<file path="src/rtl/counter_pkg.sv">
// Shared types and defaults for the down-counter.
// Holds the FSM state encoding and the default counter width.
package counter_pkg;

    localparam int DEFAULT_WIDTH = 32;

    typedef enum logic {
        IDLE  = 1'b0,
        COUNT = 1'b1
    } state_e;

endpackage

</file>
<file path="src/rtl/counter.sv">
// Loadable down-counter: accepted start with N>0 gives done N cycles later (N=0: next cycle).
// start is ignored while counting (ready=0); no other backpressure.
module counter
    import counter_pkg::*;
#(
    parameter int WIDTH = DEFAULT_WIDTH
) (
    input  logic             clk,
    input  logic             rst,
    input  logic [WIDTH-1:0] cnt_init,
    input  logic             start,
    output logic [WIDTH-1:0] cnt,
    output logic             ready,
    output logic             done
);

    state_e           state_q, state_d;
    logic [WIDTH-1:0] cnt_q, cnt_d;
    logic             done_q, done_d;

    always_ff @(posedge clk or negedge rst) begin
        if (!rst) begin
            state_q <= IDLE;
            cnt_q   <= '0;
            done_q  <= 1'b0;
        end else begin
            state_q <= state_d;
            cnt_q   <= cnt_d;
            done_q  <= done_d;
        end
    end

    always_comb begin
        state_d = state_q;
        cnt_d   = cnt_q;
        done_d  = 1'b0;
        unique case (state_q)
            IDLE: begin
                if (start) begin
                    cnt_d = cnt_init;
                    if (cnt_init != '0) begin
                        state_d = COUNT;
                    end else begin
                        done_d = 1'b1;
                    end
                end
            end
            COUNT: begin
                // Terminate on 1 (guarding 0 too) so cnt can never wrap.
                if (cnt_q <= WIDTH'(1)) begin
                    cnt_d   = '0;
                    state_d = IDLE;
                    done_d  = 1'b1;
                end else begin
                    cnt_d = cnt_q - WIDTH'(1);
                end
            end
            default: begin
                state_d = IDLE;
            end
        endcase
    end

    assign cnt   = cnt_q;
    assign done  = done_q;
    assign ready = (state_q == IDLE);

endmodule

</file>
<file path="config.mk">
export PLATFORM = sky130hd
export DESIGN_NAME = counter
export DESIGN_NICKNAME = d
export VERILOG_FILES = /design/src/rtl/counter_pkg.sv /design/src/rtl/counter.sv
export SDC_FILE = /design/constraint.sdc
export NUM_CORES = 1
export LEC_CHECK = 0
export ABC_CLOCK_PERIOD_IN_PS = 4600
export CORE_ASPECT_RATIO = 1.2
export CORE_MARGIN = 1.5
export CORE_UTILIZATION = 45
export CTS_CLUSTER_SIZE = 30
export DETAILED_ROUTE_END_ITERATION = 10
export PLACE_DENSITY = 0.75
export SETUP_SLACK_MARGIN = 0.4
export SLEW_MARGIN = 40
export SYNTH_ARGS = -nofsm -noshare
export SYNTH_HDL_FRONTEND = slang
export SYNTH_SLANG_ARGS = --single-unit
</file>
<file path="constraint.sdc">
create_clock -name clk -period 4.6 [get_ports clk]
set_clock_uncertainty 0.2 [all_clocks]
set_input_delay 0.46 -clock clk [delete_from_list [all_inputs] [get_ports clk]]
set_output_delay 0.46 -clock clk [all_outputs]
set_load 0.02 [all_outputs]
</file>
# Yosys cells after proc, flatten, opt, wreduce, memory -nomap -nowiden
# Cells that the tools add are included.
totals:
  latchBits: 0
  ff_bits: 34
  mem_bits_ro: 0
  out_inout_bits: 34
  inputBits: 35
  elab_cells: 19
  ram_bits: 0
  memories: 0
op_classes:
  order_cmp: 1
  n_mux: 11
  reduce_logical: 1
  multipliers: 0
  addsub: 1
  n_bitwise: 1
  div_mod_pow: 0
  eq_ne: 1
  shifts: 0
op_table:
  columns: ["cell", "n"]
  rows:
  - ["$mux W32", 2]
  - ["$pmux W32 S2", 1]
  - ["$le A32 B1 Y1 const B", 1]
  - ["$reduce_bool A32 Y1", 1]
  - ["$sub A32 B1 Y32 const B", 1]
  - ["$mux W1", 6]
  - ["$pmux W1 S2", 2]
  - ["$ne A2 B2 Y1 const B", 1]
  - ["$not A1 Y1", 1]

# Depth between registers and ports, before layout
# Gate-level depths: netlist of the first run.
logic_depth:
  word_depth: 4
  depth_mapped: 9
  depth_no_buf: 7

# Worst setup path before layout of the first run
# Ideal clock, no wire load.
synth_timing:
  kind: "register to register"
  startpoint: "reg cnt_q[4] (netlist: cnt[4])"
  endpoint: "reg cnt_q[16] (netlist: cnt[16])"
  t_required_ns: 4.274
  setup_ns: 0.126
  t_arrival_ns: 2.133
  n_path_buf: 1
  period_less_slack_ns: 2.459
  slack_ns: 2.141
  stages_incl_launch_ff: 7
  path_cell_list: "dfrtp_1 -> or4_1 -> buf_6 -> or4_4 -> nor2_1 -> o21ai_0 -> a221o_1"
synth_via:
  elab_chain_cells: 3
  elab_cells_between_ends: 4
  cone_classes: "add/sub: 1; order compare: 1; mux: 2"
synth_lines:
  columns: ["element", "line", "rtl"]
  rows:
  - ["start, declared", "counter.sv:18", "logic [WIDTH-1:0] cnt_q, cnt_d;"]
  - ["start signal, assigned", "counter.sv:28", "cnt_q <= cnt_d;"]
  - ["$sub A32 B1 Y32 or $le A32 B1 Y1 (tied branches)", "counter.sv:55, counter.sv:50", null]
  - ["$mux W32 (*)", "counter.sv:50", "if (cnt_q <= WIDTH'(1)) begin"]
  - ["$pmux W32 S2 (*)", "counter.sv:37", "unique case (state_q)"]
# Mark *: on every way between the ends. The rest lies on a longest branch, timed or not.
# A chain may end at the register's enable or synchronous reset.

# Worst setup path after layout of the first run
# Ends and elaborated chain as after synthesis.

==> flow_summary.ini, run 1 <==
[power_and_ir_drop]
p_sw_uw = 483.6
swShare_pct = 39.86
finalPower_uw = 1213
intPower_uw = 729.7
p_leak_uw = 0.001223
pwr-share-clk_pct = 17.5
powerDensity_nw_per_um2 = 381.9
comb_power_share_pct = 41.9
seq_power_share_pct = 40.6
ir_drop_mv = 0.2660

[status]
status = finished clean

[critical_path]
path_max_fanout = 19
end_kind = flop
crit_arrival_ns = 2.94
cp-start-kind = flop
critPathRequiredTime_ns = 4.57
crit_type = reg -> reg

[final_layout]
nFillCells = 429
diodes = 0
final_common_cell = clkdlybuf4s50_1
drive_above_1_share_pct = 7.453
multiInputGateArea_um2 = 1441
final_cell_mix = clkdlybuf4s50_1 (68), dfrtp_1 (34), mux2i_1 (23)
final-seq-area_um2 = 850.8
syn_to_final_growth_pct = 33.07
nets = 359

[global_route]
overflow = 0
grt_max_degree = 35
antenna_found_initial = 0
grt_pass1_vias = 2237
grt_usage_pct = 25.38
grt_pass1_wl_um = 11540

[timing]
worstMarginPinSlew_ns = 0.7919
rsz0062_at_grt = false
period_minus_slack_ns = 2.968
min_period_over_period_pct = 64.52
max_freq_mhz = 337.0
finalSetupTns_ns = 0
finalHoldViolCount = 0
setup_viol = 0
max_slew_margin_pct = 47.04
report.final.slew_viol_count = 0

[routing]
drt_first_pass_iters = 4
wl_per_cell_um = 18.06
drtIter0Drc = 267
vias = 2364
drc = 0
routed_wirelength_um = 6899
avgViaCountPerCell = 6.188
antenna_left = 0

[placed_design]
hpwl_um = 4918
io_buffers = 68
gp_congestion = 0.8570

[hold_path]
hold_class = reg -> reg

[yosys]
synth_edf_count = 0
syn-cell-area_um2 = 2387
avgSynthCellArea_um2 = 9.147
synth.distinct_cells = 50
syn-num-nets = 298
ys_warn_count = 0
async_flop_share_pct = 100.0
synth_ff_type = dfrtp_1
ys_ff_latch = 34
netlist_instances = 261
seq_area_frac_synth_pct = 35.64

[clock_network]
hold_buffers = 0
cts_buffer_depth = 2
cts_tree = done
clkSinkCount = 34
post_cts_resized = 0
h-tree-depth = 2
clkTransAtPathRegs_ns = 0.07
clkLatencyLatePin_ns = 0.29
cts_root_buffer = clkbuf_8
cts_setup_buffers = 0
cts_buffers = 5

[floorplan]
die_area_um2 = 5753
core_area_um2 = 5010
rows = 28
die_h_um = 82.79
initial_core_util_pct = 47.65
ios = 69
die_x_um = 69.49

[flow_run]
drv_cap = 0
worst max-delay path: stages, from the launching register on:
cell and delay [ns]:
dfrtp_1 0.45, or4_1 0.71, nor3_4 0.29, a41o_1 0.69, o21ai_0 0.20, a221o_1 0.31
cells in the mapped netlist, drive strengths merged, types with 3 or more instances:
cell    number  area, um2
nor4        22      158.9
nor2        13      48.80
nor3        12      82.58
a221o        3      30.03
dfrtp       34      850.8
nand4       10      62.56
nand2       10      37.54
inv          5      18.77
and2         3      18.77
xnor2       13      113.9
a31oi        3      18.77
buf          7      37.53
clkbuf      11      41.29
or2          3      18.77
mux2i       23      230.2
a21oi       14      70.07
or4          7      60.06
nand3        9      45.04
nor2b        3      18.77
xor2         8      70.07
o22ai       13      87.58
o21ai       10      50.04
or3          4      30.03
state kept, by name, indices dropped and copies added (netlist names):
register,flops
done,1
cnt,32
state_q,1
area by class of cell:
cell class              count  area share (%)
multi-input cells         203           45.37
flip-flops and latches     34           26.78
repair buffers             72           22.37
clock buffers               7           2.403
well taps                  60           2.363
inverters                   6          0.7089
power groups by stage:
| stage | sequential [uW] | combinational, uW | clock, uW |
|---|---|---|---|
| 4_1_cts | 491 | 509 | 215 |
| 6_report | 493 | 508 | 212 |
| 3_5_place_dp | 495 | 504 | 0 |
| 2_1_floorplan | 539 | 228 | 0 |
| 3_3_place_gp | 487 | 504 | 0 |
| 5_1_grt | 509 | 549 | 234 |
metrics by stage:
step,std cells,util [%],cell area [um2],hold WS (ns),setup WS (ns)
after CTS,382,63.29,3171,0.3779,1.643
final,382,63.41,3177,0.3749,1.632
after global routing,382,63.41,3177,0.4127,1.433
after floorplan,261,-,2387,-0.03559,2.141
after global placement,375,61.76,3094,0.3545,1.724
after detailed placement,375,61.76,3094,0.3691,1.651
routing by layer:
metal / vias up / global-route usage [%] / part of all wire [%]
met2: 103 / 43.56 / 49
met5: - / 0 / 0
met1: 1123 / 33.56 / 43
li1: 1123 / - / -
met4: 0 / 8.235 / 2.2
met3: 15 / 3.382 / 5.9
cell families after synthesis:
| kind of cell | count (synthesis) | share of synthesized area, % |
|---|---|---|
| compound gates | 56 | 15.57 |
| xor+xnor | 21 | 7.705 |
| fa+ha+maj | 2 | 1.048 |
| buf+inv | 24 | 4.245 |
| flops | 34 | 35.64 |
| mux | 23 | 9.644 |
| simple gates | 101 | 26.15 |
path summary, 6_finish.rpt:
path                             start  endpoint  slack (ns)  depth (start not counted)
worst min register to register  cnt[0]    cnt[0]        0.37                          1
worst min-delay path            cnt[0]    cnt[0]        0.37                          1
worst max-delay path            cnt[4]   cnt[16]        1.63                          5
min in group asynchronous          rst   cnt[25]        0.39                          2
worst max register to register  cnt[4]   cnt[16]        1.63                          5
max in group asynchronous          rst   cnt[11]        3.48                          2
(Power assumes the default switching activity.)
==> run 2: changes to the inputs <==
- ABC_CLOCK_PERIOD_IN_PS: 4600 -> 2550
- CORE_UTILIZATION: 45 -> 43
- clock period: 4.6 -> 2.55 ns (I/O delays scaled with it)
==> run 2 against run 1 <==
  * Cell count increased by 12%
  * Non-clock buffer count increased by 41
  * Fmax increased by 26%
  * Core utilization increased by 6.3 points
  * Setup slack got worse by 1.4 ns
  * Largest power group unchanged
==> flow_summary.ini, run 2 (same netlist as run 1, synthesis figures left out) <==
[status]
status = finished clean

[timing]
setup_viol = 0
max_freq_mhz = 425.9
finalHoldViolCount = 0
finalSetupTns_ns = 0
rsz0062_at_grt = true
worstMarginPinSlew_ns = 0.6199
period_minus_slack_ns = 2.348
report.final.slew_viol_count = 0
max_slew_margin_pct = 58.29
min_period_over_period_pct = 92.09

[critical_path]
cp.buffers_inverters = 0
end_kind = flop
path_max_fanout = 4
slowest_delay_ns = 0.57
cpLargestDelayFamily = simple AND/OR/NAND/NOR gates
timing.critical_path.mode_cell = or4_4
critPathRequiredTime_ns = 2.53
crit_arrival_ns = 2.33
cp-start-kind = flop
crit_path_cell_trace = or4_4, or4_4, nor2_1, o21ai_1, a221o_1
crit_type = reg -> reg
cpMaxStageDelayCell = or4_4

[final_layout]
drive_above_1_share_pct = 27.75
post_layout_nonfiller_instances = 426
diodes = 0
largest_register_ffs = 32
syn_to_final_growth_pct = 55.71
final_cell_mix = clkdlybuf4s50_1 (68), buf_4 (38), dfrtp_1 (26)
nets = 400
final_common_cell = clkdlybuf4s50_1

[routing]
avgViaCountPerCell = 6.336
routed_wirelength_um = 8640
drc = 0
drt_first_pass_iters = 4
drtIter0Drc = 237
vias = 2699
wl_per_cell_um = 20.28
antenna_left = 0

[clock_network]
cts_buffer_depth = 2
cts_tree = done
clkSinkCount = 34
clkLatencyLatePin_ns = 0.29
clkTransAtPathRegs_ns = 0.07
h-tree-depth = 2
cts_root_buffer = clkbuf_8
cts_buffers = 5
hold_buffers = 0

[floorplan]
die_area_um2 = 6010
initial_core_util_pct = 44.76
rows = 29
die_h_um = 84.62
ios = 69
core_area_um2 = 5334
die_x_um = 71.02

[global_route]
grt_max_degree = 35
grt_pass1_vias = 2726
antenna_found_initial = 0
grt_pass1_wl_um = 13900
overflow = 0
grt_usage_pct = 29.23

[placed_design]
gp_congestion = 1.021
hpwl_um = 5798
io_buffers = 68
placed_cells = 394

[flow_run]
drv_cap = 0

[power_and_ir_drop]
p_leak_uw = 0.001486
powerDensity_nw_per_um2 = 684.8
ir_drop_mv = 0.2867

[hold_path]
hold_class = in -> async
run 2: cell types whose count changed in the layout (fill, tap and decap cells not counted), sizes merged:
cell / change
buf: +41
clkinvlp: +1
run 2: worst paths after layout:
kind | startpoint | to | slack [ns] | cells past startpoint
worst max register to register | cnt[6] | cnt[16] | 0.20 | 5
worst min-delay path | rst | cnt[0] | 0.18 | 2
worst min register to register | cnt[0] | cnt[0] | 0.38 | 1
min in group clk | cnt[0] | cnt[0] | 0.38 | 1
worst max-delay path | cnt[6] | cnt[16] | 0.20 | 5
max in group asynchronous | rst | cnt[17] | 1.62 | 2
run 2: layer usage:
layer  routed length (um)  GRT usage, %  vias up
met5                    0             0        -
met4                  389         13.04        0
met3                  608         4.682       35
met2                 4401         49.53      149
met1                 3240         36.36     1308
li1                     -             -     1207
run 2: worst reg2reg max path, stage by stage, from the launching register on:
cell     delay [ns]
dfrtp_2        0.42
or4_4          0.57
or4_4          0.55
nor2_1         0.14
o21ai_1        0.08
a221o_1        0.29
run 2: stage by stage:
step / util [%] / cell area, um2 / setup WS, ns / total power, uW / hold WS, ns
final: 69.69 / 3717 / 0.2018 / 2546 / 0.1783
after global routing: 69.69 / 3717 / 0.1009 / 2684 / 0.2094
after CTS: 69.06 / 3684 / 0.2377 / 2520 / 0.2034
after detailed placement: 62.23 / 3319 / 0.1449 / 1949 / 0.3531
after global placement: 62.23 / 3319 / 0.1890 / 1927 / 0.3492
after floorplan: - / 2525 / 0.1387 / 1459 / -0.2406
run 2: area by class of cell:
| type | instances | area, um2 |
|---|---|---|
| Sequential cell | 34 | 860.8 |
| Clock buffer | 7 | 86.33 |
| Inverter | 6 | 26.28 |
| Timing Repair Buffer | 113 | 1054 |
| Clock inverter | 1 | 5.005 |
| Multi-Input combinational cell | 203 | 1608 |
| Tap cell | 62 | 77.57 |
| Fill cell | 423 | 1617 |
run 2: timing repair:
item	in CTS	in global routing
gates cloned	0	1
setup endpoints to repair	30	35
setup buffers	21	2
resized for setup	20	5
pin swaps	18	17
run 2: power breakdown:
group	switching, uW	internal, uW	total (uW)	leakage (uW)
Sequential	179	670	850	0.000383
Clock	211	218	429	0.0000482
Combinational	621	646	1270	0.00106
